### config.mk
export PLATFORM = sky130hd
export DESIGN_NAME = if_stage_prefetch
export DESIGN_NICKNAME = d
export VERILOG_FILES = /design/src/rtl/if_stage_prefetch.sv
export SDC_FILE = /design/constraint.sdc
export NUM_CORES = 1
export LEC_CHECK = 0
export BUFFER_PORTS_ARGS = -buffer_cell sky130_fd_sc_hd__buf_4
export CORE_MARGIN = 2
export CORE_UTILIZATION = 45
export CTS_CLUSTER_SIZE = 14
export DETAILED_ROUTE_END_ITERATION = 6
export GPL_TIMING_DRIVEN = 0
export PLACE_DENSITY_LB_ADDON = 0.25
export SYNTH_ARGS = -nofsm -noshare
export SYNTH_HDL_FRONTEND = slang
export SYNTH_SLANG_ARGS = --single-unit
### constraint.sdc
create_clock -name clk -period 8.75 [get_ports clk]
set_input_delay 2.625 -clock clk [delete_from_list [all_inputs] [get_ports clk]]
set_output_delay 2.625 -clock clk [all_outputs]
set_load 0.05 [all_outputs]
### src/rtl/if_stage_prefetch.sv
// if_stage_prefetch: instruction fetch stage with loadable memory, PC and prefetch FIFO to decode.
module if_stage_prefetch #(
  parameter int          DATA_W     = 32,
  parameter int          IMEM_DEPTH = 16,
  parameter int          FIFO_DEPTH = 4,
  parameter logic [31:0] RESET_PC   = 32'h0000_0000
) (
  input  logic                          clk,
  input  logic                          reset,
  input  logic                          load_en,
  input  logic [$clog2(IMEM_DEPTH)-1:0] load_addr,
  input  logic [DATA_W-1:0]             load_data,
  input  logic                          fetch_en,
  input  logic                          redirect_valid,
  input  logic [31:0]                   redirect_pc,
  output logic                          out_valid,
  input  logic                          out_ready,
  output logic [DATA_W-1:0]             out_instr,
  output logic [31:0]                   out_pc,
  output logic [31:0]                   fetch_pc,
  output logic [$clog2(FIFO_DEPTH):0]   fifo_count,
  output logic [31:0]                   retired_cnt
);
  localparam int IW = $clog2(IMEM_DEPTH);
  localparam int PW = $clog2(FIFO_DEPTH);
  logic [DATA_W-1:0] mem [IMEM_DEPTH];
  logic [DATA_W-1:0] instr_q [FIFO_DEPTH];
  logic [31:0] pcb_q [FIFO_DEPTH];
  logic [PW-1:0] rd_q, rd_d, wr_q, wr_d;
  logic [PW:0] cnt_q, cnt_d;
  logic [31:0] pc_q, pc_d, ret_q, ret_d;
  logic push, pop, full;
  assign full = cnt_q == (PW+1)'(FIFO_DEPTH);
  assign out_valid = cnt_q != '0;
  assign pop = out_valid && out_ready;
  assign push = fetch_en && !load_en && !redirect_valid && (!full || pop);
  assign out_instr = out_valid ? instr_q[rd_q] : '0;
  assign out_pc = out_valid ? pcb_q[rd_q] : '0;
  assign fetch_pc = pc_q;
  assign fifo_count = cnt_q;
  assign retired_cnt = ret_q;
  always_comb begin
    pc_d = redirect_valid ? (redirect_pc & ~32'h3) : push ? pc_q + 32'd4 : pc_q;
    rd_d = redirect_valid ? '0 : rd_q + PW'(pop);
    wr_d = redirect_valid ? '0 : wr_q + PW'(push);
    cnt_d = redirect_valid ? '0 : cnt_q + (PW+1)'(push) - (PW+1)'(pop);
    ret_d = ret_q + 32'(pop);
  end
  always_ff @(posedge clk) begin
    if (reset) begin
      pc_q <= RESET_PC;
      rd_q <= '0;
      wr_q <= '0;
      cnt_q <= '0;
      ret_q <= '0;
    end else begin
      pc_q <= pc_d;
      rd_q <= rd_d;
      wr_q <= wr_d;
      cnt_q <= cnt_d;
      ret_q <= ret_d;
    end
  end
  // Storage needs no reset: entries are only visible while counted in cnt_q.
  always_ff @(posedge clk) begin
    if (!reset && push) begin
      instr_q[wr_q] <= mem[pc_q[IW+1:2]];
      pcb_q[wr_q] <= pc_q;
    end
    if (!reset && load_en) mem[load_addr] <= load_data;
  end
endmodule

# ---- Yosys cells after proc, flatten, opt, wreduce, memory -nomap -nowiden
# Memories as Yosys holds them, arrays and structs flattened. A register that Yosys moved wholly into a read port is not among the register bits.
# Index checks and enable logic that the tools add are counted.
dict set report totals {
  regBits 71
  latchBits 0
  ram_bits 768
  rom_bits 0
  n_memories 3
}
dict set report classes {
  addsub 6
  n_mul 0
  div 0
  order_cmp 0
  eq_ne 1
  n_shift 0
  n_mux 12
  n_bitwise 0
  reduce_logical 14
}
# memory depth word_bits rd rd_ports_with_merged_regs wr line
set mem_list {}
lappend mem_list {mem 16 32 1 1 1 26} ;# logic [DATA_W-1:0] mem [IMEM_DEPTH];
lappend mem_list {instr_q 4 32 1 1 1 27} ;# logic [DATA_W-1:0] instr_q [FIFO_DEPTH];
lappend mem_list {pcb_q 4 32 1 1 1 28} ;# logic [31:0] pcb_q [FIFO_DEPTH];
# op n
set ops {}
lappend ops {{2-to-1 mux 32 bit} 4}
lappend ops {{adder 32 x 1 -> 32 bit} 1}
lappend ops {{adder 32 x 3 -> 32 bit, second input constant} 1}
lappend ops {{2-to-1 mux 4 bit} 2}
lappend ops {{logical AND 1 bit} 6}
lappend ops {{adder 2 x 1 -> 2 bit} 2}
lappend ops {{logical NOT 1 bit} 4}
lappend ops {{2-to-1 mux 1 bit} 4}
lappend ops {{2-to-1 mux 2 bit} 2}
lappend ops {{adder 3 x 1 -> 3 bit} 1}
lappend ops {{== test 3 bit, second input constant} 1}
lappend ops {{nonzero test 3 bit} 1}
lappend ops {{subtractor 3 x 1 -> 3 bit} 1}
lappend ops {{nonzero test 2 bit} 1}
lappend ops {{OR reduction 2 bit} 1}
lappend ops {{logical OR 1 bit} 1}

# ---- Logic depth before layout (Yosys ltp)
# Gate-level depths: netlist of the first run.
dict set report depth {
  word_depth 8
  ltp_mapped 10
  depth_no_buf 10
}

# ---- Worst setup path before layout of the first run
# OpenSTA, ideal clock, no wires.
dict set report synth_timing {
  path_type {input-to-reg}
  startpoint {input load_en}
  endpoint {memory instr_q[1][0] (enable)}
  setup_time_ps 571
  t_arrival_ps 7843
  required_ps 8179
  setup_slack_ps 336
  stages 4
  n_path_buf 0
  path_cell_list {nand2b_1 -> nor2_1 -> nand2_1 -> nor3b_1}
}
dict set report synth_between {
  elab_chain_len 7
}
# item line
set synth_rtl {}
lappend synth_rtl {{from (decl)} 10} ;# input logic load_en,
lappend synth_rtl {{logical NOT 1 bit} 36} ;# assign push = fetch_en && !load_en && !redirect_valid && (!full || pop);
lappend synth_rtl {{logical AND 1 bit (3 in a row)} 36}
lappend synth_rtl {{logical AND 1 bit} 66} ;# if (!reset && push) begin
lappend synth_rtl {{2-to-1 mux 1 bit} 66}
lappend synth_rtl {{2-to-1 mux 1 bit (not written as such)} 67} ;# instr_q[wr_q] <= mem[pc_q[IW+1:2]];
lappend synth_rtl {{to (decl)} 27}
# Every way passes these cells.

==> flow_results.xml, run 1 <==
<?xml version="1.0" encoding="UTF-8"?>
<metrics>
  <group name="synthesis">
    <metric name="syn-cell-area" unit="um2">32100</metric>
    <metric name="synth_cells" unit="">1533</metric>
    <metric name="yosysTopAreaCellShare" unit="">0.712</metric>
    <metric name="postSynthRegisterBits" unit="">833</metric>
    <metric name="yosys-top-cells-count" unit="">760 x edfxtp_1, 222 x mux4_2, 73 x dfxtp_1, 73 x nor2_1, 65 x nor2b_1</metric>
    <metric name="yosysTopAreaCell" unit="">edfxtp_1</metric>
    <metric name="yosysMostFrequentCell" unit="">edfxtp_1</metric>
    <metric name="syn-mean-instance-area" unit="um2">20.9</metric>
    <metric name="synth.distinct_cells" unit="">46</metric>
    <metric name="yosysWarnings" unit="">0</metric>
    <metric name="async_flop_share" unit="">0</metric>
    <metric name="synth-seq-area-share" unit="">0.757</metric>
    <metric name="synth_top_flop_cell" unit="">edfxtp_1</metric>
    <metric name="synth.top_cells.by_area" unit="">edfxtp_1 71%, mux4_2 16%, dfxtp_1 4.6%, nor2b_1 1.3%, nor2_1 0.85%</metric>
    <metric name="synth_edf_count" unit="">760</metric>
  </group>
  <group name="sta">
    <metric name="post-route-min-period" unit="ns">5.77</metric>
    <metric name="tightest_slew" unit="ns">1.15</metric>
    <metric name="slew_violations" unit="">0</metric>
    <metric name="relative_slew_margins" unit="">0.236</metric>
    <metric name="fin_worst_skew" unit="ns">0.0239</metric>
    <metric name="rsz0062_at_grt" unit="">no</metric>
    <metric name="finalCritPeriodShare" unit="">0.659</metric>
    <metric name="holdWs" unit="ns">0.546</metric>
    <metric name="finalHoldViolations" unit="">0</metric>
    <metric name="fmax" unit="MHz">173</metric>
    <metric name="setup_viol_count_final" unit="">0</metric>
  </group>
  <group name="power">
    <metric name="power.leakage" unit="uW">0.0123</metric>
    <metric name="power-per-cell-area" unit="nW/um2">223</metric>
    <metric name="worst_vdd_rail_ir_drop" unit="mV">0.136</metric>
    <metric name="total_power" unit="uW">8550</metric>
  </group>
  <group name="place">
    <metric name="place_hpwl" unit="um">48500</metric>
    <metric name="port-buffer-count" unit="">199</metric>
    <metric name="routabilityCongestion" unit="">0.827</metric>
  </group>
  <group name="floorplanning">
    <metric name="die_area" unit="um2">73400</metric>
    <metric name="num_rows" unit="">97</metric>
    <metric name="die_y" unit="um">271</metric>
    <metric name="floorplan.io_pins" unit="">206</metric>
    <metric name="core_region_area" unit="um2">70300</metric>
    <metric name="die_width" unit="um">271</metric>
    <metric name="floorplan.initialDensity" unit="">0.456</metric>
  </group>
  <group name="global_route">
    <metric name="via_count_of_the_first_global_routing_pass" unit="">16700</metric>
    <metric name="globalRouteMet3Util" unit="">0.0446</metric>
    <metric name="grtUsageMet1" unit="">0.270</metric>
    <metric name="grt.met2_usage" unit="">0.328</metric>
    <metric name="grt_antenna_before_repair" unit="">7</metric>
    <metric name="total_grt_overflow" unit="">0</metric>
    <metric name="grt_pass1_wl" unit="um">108000</metric>
    <metric name="globalRoute.busiestLayer" unit="">met2</metric>
    <metric name="maximum_number_of_pins_on_one_net_before_global_route_repair" unit="">43</metric>
    <metric name="grt.total_usage" unit="">0.199</metric>
  </group>
  <group name="detailed_routing">
    <metric name="routed-via-count" unit="">16100</metric>
    <metric name="route.detailed.drc" unit="">0</metric>
    <metric name="route.antenna.remaining_nets" unit="">0</metric>
    <metric name="drt_wl_total" unit="um">72800</metric>
    <metric name="post_drt_wl_per_cell" unit="um">25.3</metric>
    <metric name="drt_pass1_iterations" unit="">5</metric>
    <metric name="detail_route.vias_per_cell" unit="">5.58</metric>
    <metric name="drt-initial-drc-count" unit="">1526</metric>
  </group>
  <group name="cells_and_area">
    <metric name="sequential_cell_area" unit="um2">24300</metric>
    <metric name="layout_overhead_on_the_synthesized_area" unit="%">19.6</metric>
    <metric name="drive_gt1_frac" unit="">0.329</metric>
    <metric name="nFillCells" unit="">5314</metric>
    <metric name="final_design_utilization" unit="">0.546</metric>
    <metric name="finalNetCount" unit="">1956</metric>
    <metric name="multi_input_comb_area" unit="um2">7540</metric>
    <metric name="n_antenna_cell" unit="">0</metric>
  </group>
  <group name="clock_tree">
    <metric name="ctsLongestPathBuffers" unit="">3</metric>
    <metric name="postCtsHoldBufs" unit="">0</metric>
    <metric name="htree_levels" unit="">3</metric>
    <metric name="cts_repair_resize_count" unit="">0</metric>
    <metric name="worstSkewPairLatency" unit="ns">0.63</metric>
    <metric name="post_cts_setup_driven_buffer_insertion_count" unit="">0</metric>
    <metric name="clkTransAtPathRegs" unit="ns">0.06</metric>
    <metric name="clock_sink_count" unit="">833</metric>
    <metric name="cts_buffers" unit="">84</metric>
    <metric name="clock-root-buffer" unit="">clkbuf_16</metric>
    <metric name="tritoncts" unit="">done</metric>
  </group>
  <group name="setup_path">
    <metric name="worst_ep_required_time" unit="ns">6.12</metric>
    <metric name="r2r_cells" unit="">10</metric>
    <metric name="r2r_slack" unit="ns">5.34</metric>
    <metric name="worstPathArrival" unit="ns">3.14</metric>
    <metric name="critical_path.startpoint" unit="">rd_q[0]$_SDFF_PP0_</metric>
    <metric name="endpoint_kind" unit="">primary output</metric>
    <metric name="crit-reg2reg-capture" unit="">retired_cnt[22]$_SDFF_PP0_</metric>
    <metric name="crit_path_max_fanout" unit="">10</metric>
    <metric name="timing_worst_setup_path_type" unit="">reg2out</metric>
    <metric name="worst_setup_path_endpoint" unit="">out_instr[15]</metric>
    <metric name="rr_startpoint" unit="">fifo_count[1]$_SDFF_PP0_</metric>
    <metric name="worst_setup_path_start_kind" unit="">flop</metric>
  </group>
  <group name="outcome">
    <metric name="outcome" unit="">finished clean</metric>
  </group>
  <group name="worst_hold_path">
    <metric name="min-delay-start" unit="">retired_cnt[27]$_SDFF_PP0_</metric>
    <metric name="holdCritPathClass" unit="">reg2reg</metric>
  </group>
  <group name="run">
    <metric name="timing.max_cap.violations" unit="">0</metric>
  </group>
</metrics>
worst max-delay path, stage by stage (launching register included):
cell	delay, ns
dfxtp_1	0.33
clkbuf_1	0.41
buf_1	0.74
mux4_2	0.59
nor2b_1	0.20
buf_4	0.24
cells by family after synthesis:
family                     share of synthesized area
adders and majority gates                    0.00336
muxes                                          0.156
DFF                                            0.757
xor gates and xnor gates                      0.0150
and+or+nand+nor                               0.0468
AOI/OAI and AO/OA                            0.00944
other                                       0.000117
buffers and inverters                         0.0119
report_power, final:
part / switching (uW) / leakage, uW / internal [uW]
Combinational: 358 / 0.00352 / 224
Clock: 1460 / 0.00134 / 2060
Sequential: 37.6 / 0.00746 / 4410
Total: 1850 / 0.0123 / 6700
layout by cell type, fill, tap and decap left out, drive strengths merged, types with 5 or more instances in the layout:
cell type  Yosys  routed
edfxtp       760     760
inv           17      19
mux4         222     222
or3            9       9
nor2          73      73
dfxtp         73      73
nand2         27      27
and4           6       6
xor2          28      28
a211oi        16      16
nand3         21      21
nor4           7       7
a21oi          8       8
a311oi         6       6
ha             7       7
nor3          21      21
or4            5       5
and3           7       7
nand4         16      16
clkinv         1      37
buf           25     277
bufinv         0       7
clkbuf        52     161
xnor2         27      27
o21ai          5       5
nor2b         65      65
layout make-up:
class                      instances  area share
timing repair buffer             252      0.0588
buffer                            77     0.00822
clock inverter                    46      0.0109
multi-input combinational        608       0.197
inverter                          18     0.00176
tap                              940      0.0307
clock buffer                     109      0.0600
sequential                       833       0.633
metal layers:
layer	up-vias	wire length (um)
li1	6960	-
met1	8424	30100
met2	576	35900
met3	113	5230
met4	14	1490
met5	-	96
sequential cells by signal, indices dropped and copies added (netlist names), named ones only:
name and cells:
mem 512, instr_q 128, pcb_q 120, retired_cnt 32, fetch_pc 30, fifo_count 3, rd_q 2, wr_q 2
through the flow:
stage	setup TNS, ns	instance area [um2]	setup slack, ns	std cells
6_report	0	38400	2.98	2883
2_1_floorplan	0	32100	0.336	1536
4_1_cts	0	38400	2.85	2883
3_3_place_gp	-691.90	34700	-3.96	2675
5_1_grt	0	38400	2.76	2883
3_5_place_dp	0	35600	3.19	2728
worst min-delay path by stage:
stage,slack (ns),cells after the start,end
floorplan,0.53,2,wr_q[1]$_SDFF_PP0_
global placement,0.52,2,retired_cnt[29]$_SDFF_PP0_
detailed placement,0.53,2,retired_cnt[31]$_SDFF_PP0_
CTS,0.55,2,retired_cnt[5]$_SDFF_PP0_
global route,0.59,2,retired_cnt[27]$_SDFF_PP0_
finish,0.55,2,retired_cnt[27]$_SDFF_PP0_
(Power assumes the default switching activity.)
==> run 2: changes to the inputs <==
==> constraint.sdc (replaced) <==
create_clock -name clk -period 4.7 [get_ports clk]
set_input_delay 1.41 -clock clk [delete_from_list [all_inputs] [get_ports clk]]
set_output_delay 1.41 -clock clk [all_outputs]
set_load 0.05 [all_outputs]
==> flow_results.xml, run 2 (same netlist as run 1, synthesis figures left out) <==
<?xml version="1.0" encoding="UTF-8"?>
<metrics>
  <group name="clock_tree">
    <metric name="clock-root-buffer" unit="">clkbuf_16</metric>
    <metric name="post_cts_setup_driven_buffer_insertion_count" unit="">0</metric>
    <metric name="clock_sink_count" unit="">833</metric>
    <metric name="clkTransAtPathRegs" unit="ns">0.06</metric>
    <metric name="cts_buffers" unit="">85</metric>
    <metric name="ctsLongestPathBuffers" unit="">3</metric>
    <metric name="tritoncts" unit="">done</metric>
    <metric name="worstSkewPairLatency" unit="ns">0.63</metric>
    <metric name="postCtsHoldBufs" unit="">0</metric>
    <metric name="htree_levels" unit="">3</metric>
    <metric name="cts_repair_resize_count" unit="">0</metric>
  </group>
  <group name="setup_path">
    <metric name="r2r_slack" unit="ns">1.32</metric>
    <metric name="r2r_cells" unit="">10</metric>
    <metric name="timing_worst_setup_path_type" unit="">reg2out</metric>
    <metric name="worst_ep_required_time" unit="ns">3.29</metric>
    <metric name="worst_setup_path_start_kind" unit="">flop</metric>
    <metric name="worstPathArrival" unit="ns">2.84</metric>
    <metric name="crit_path_max_fanout" unit="">10</metric>
    <metric name="crit-reg2reg-capture" unit="">retired_cnt[18]$_SDFF_PP0_</metric>
    <metric name="rr_startpoint" unit="">fifo_count[1]$_SDFF_PP0_</metric>
    <metric name="endpoint_kind" unit="">primary output</metric>
  </group>
  <group name="detailed_routing">
    <metric name="route.detailed.drc" unit="">0</metric>
    <metric name="post_drt_wl_per_cell" unit="um">25.3</metric>
    <metric name="drt_wl_total" unit="um">72800</metric>
    <metric name="drt_pass1_iterations" unit="">5</metric>
    <metric name="route.antenna.remaining_nets" unit="">0</metric>
    <metric name="drt-initial-drc-count" unit="">1795</metric>
    <metric name="routed-via-count" unit="">16100</metric>
    <metric name="detail_route.vias_per_cell" unit="">5.61</metric>
  </group>
  <group name="sta">
    <metric name="tightest_slew" unit="ns">1.13</metric>
    <metric name="finalHoldViolations" unit="">0</metric>
    <metric name="finalCritPeriodShare" unit="">0.905</metric>
    <metric name="post-route-min-period" unit="ns">4.25</metric>
    <metric name="relative_slew_margins" unit="">0.247</metric>
    <metric name="fmax" unit="MHz">235</metric>
    <metric name="rsz0062_at_grt" unit="">no</metric>
    <metric name="setup_viol_count_final" unit="">0</metric>
    <metric name="slew_violations" unit="">0</metric>
    <metric name="fin_worst_skew" unit="ns">0.0288</metric>
  </group>
  <group name="cells_and_area">
    <metric name="drive_gt1_frac" unit="">0.325</metric>
    <metric name="multi_input_comb_area" unit="um2">7560</metric>
    <metric name="final_design_utilization" unit="">0.546</metric>
    <metric name="largest-register" unit="">mem</metric>
    <metric name="mostFrequentLayoutCells" unit="">760 x edfxtp_1, 222 x mux4_2, 204 x buf_4, 86 x clkbuf_16, 73 x dfxtp_1</metric>
    <metric name="nFillCells" unit="">5356</metric>
    <metric name="layout_overhead_on_the_synthesized_area" unit="%">19.6</metric>
    <metric name="finalNetCount" unit="">1949</metric>
    <metric name="largest_reg_flops" unit="">512</metric>
    <metric name="n_antenna_cell" unit="">0</metric>
    <metric name="sequential_cell_area" unit="um2">24300</metric>
    <metric name="largestRegisters" unit="">mem: 512 flops, instr_q: 128 flops, pcb_q: 120 flops</metric>
    <metric name="finish.cell_count_without_fillers" unit="">2876</metric>
    <metric name="most_common_library_cell_in_the_layout_ignoring_fill_and_taps" unit="">edfxtp_1</metric>
  </group>
  <group name="global_route">
    <metric name="globalRoute.busiestLayer" unit="">met2</metric>
    <metric name="grt_pass1_wl" unit="um">108000</metric>
    <metric name="via_count_of_the_first_global_routing_pass" unit="">16600</metric>
    <metric name="globalRouteMet3Util" unit="">0.0424</metric>
    <metric name="grtUsageMet1" unit="">0.273</metric>
    <metric name="grt.met2_usage" unit="">0.330</metric>
    <metric name="total_grt_overflow" unit="">0</metric>
    <metric name="grt_antenna_before_repair" unit="">6</metric>
    <metric name="maximum_number_of_pins_on_one_net_before_global_route_repair" unit="">51</metric>
    <metric name="grt.total_usage" unit="">0.200</metric>
  </group>
  <group name="power">
    <metric name="p_switching" unit="uW">3450</metric>
    <metric name="power.clock.fraction" unit="">0.407</metric>
    <metric name="power.leakage" unit="uW">0.0123</metric>
    <metric name="seqPwrFrac" unit="">0.525</metric>
    <metric name="total_power" unit="uW">15800</metric>
    <metric name="power.share.combinational" unit="">0.069</metric>
    <metric name="p_int" unit="uW">12300</metric>
    <metric name="switching_share" unit="">0.219</metric>
    <metric name="power-per-cell-area" unit="nW/um2">412</metric>
    <metric name="worst_vdd_rail_ir_drop" unit="mV">0.221</metric>
  </group>
  <group name="worst_hold_path">
    <metric name="holdCritPathClass" unit="">reg2reg</metric>
    <metric name="min-delay-start" unit="">retired_cnt[27]$_SDFF_PP0_</metric>
    <metric name="holdPathStages" unit="">2</metric>
    <metric name="timing.hold.worst_endpoint" unit="">retired_cnt[27]$_SDFF_PP0_</metric>
  </group>
  <group name="floorplanning">
    <metric name="core_region_area" unit="um2">70300</metric>
    <metric name="floorplan.io_pins" unit="">206</metric>
    <metric name="die_width" unit="um">271</metric>
    <metric name="die_y" unit="um">271</metric>
    <metric name="die_area" unit="um2">73400</metric>
    <metric name="num_rows" unit="">97</metric>
    <metric name="floorplan.initialDensity" unit="">0.456</metric>
  </group>
  <group name="outcome">
    <metric name="outcome" unit="">finished clean</metric>
  </group>
  <group name="place">
    <metric name="port-buffer-count" unit="">199</metric>
    <metric name="place_hpwl" unit="um">48000</metric>
    <metric name="dp.cells" unit="">2720</metric>
    <metric name="routabilityCongestion" unit="">0.842</metric>
  </group>
  <group name="run">
    <metric name="timing.max_cap.violations" unit="">0</metric>
  </group>
</metrics>
## run 2: stage by stage
step / setup slack [ns] / hold WS, ns / TNS (ns) / cell area, um2
floorplan: 0.101 / 0.550 / 0 / 32100
global placement: -2.93 / 0.519 / -918.38 / 34800
detailed placement: 0.393 / 0.523 / 0 / 35700
CTS: 0.0118 / 0.540 / 0 / 38300
global route: 0.232 / 0.567 / 0 / 38300
finish: 0.446 / 0.534 / 0 / 38300
## run 2: layout make-up
cell class | count | area share
Sequential cell | 833 | 0.633
Multi-Input combinational cell | 608 | 0.197
Timing Repair Buffer | 244 | 0.0596
Clock buffer | 106 | 0.0584
Tap cell | 940 | 0.0307
Clock inverter | 50 | 0.0106
Buffer | 77 | 0.00832
Inverter | 18 | 0.00176
## run 2: critical path, stage by stage, from the launching register on
cell and delay (ns):
dfxtp_1 0.34, clkbuf_1 0.43, buf_2 0.47, mux4_2 0.62
nor2b_1 0.17, buf_4 0.21
## run 2: worst max path at each step
stage / slack, ns / startpoint / to / cells past startpoint
global placement: -2.93 / reset / mem[0][5]$_DFFE_PP_ / 4
detailed placement: 0.39 / load_en / pcb_q[2][4]$_DFFE_PP_ / 8
finish: 0.45 / rd_q[0]$_SDFF_PP0_ / out_instr[2] / 5
CTS: 0.01 / rd_q[0]$_SDFF_PP0_ / out_instr[15] / 5
global route: 0.23 / rd_q[0]$_SDFF_PP0_ / out_instr[15] / 5
floorplan: 0.10 / reset / mem[0][0]$_DFFE_PP_ / 3
## run 2: power by group through the flow
stage | registers (uW) | clock network, uW | logic [uW]
floorplan | 8480 | 0 | 603
global placement | 8440 | 0 | 1060
detailed placement | 8440 | 0 | 1100
CTS | 8280 | 6530 | 1100
global route | 8290 | 6830 | 1150
finish | 8280 | 6420 | 1090
## run 2: per-layer routing
metal  vias up  share of wire
met4         8          0.018
met3       122          0.074
met5         -        0.00055
li1       6954              -
met2       571           0.50
met1      8480           0.41
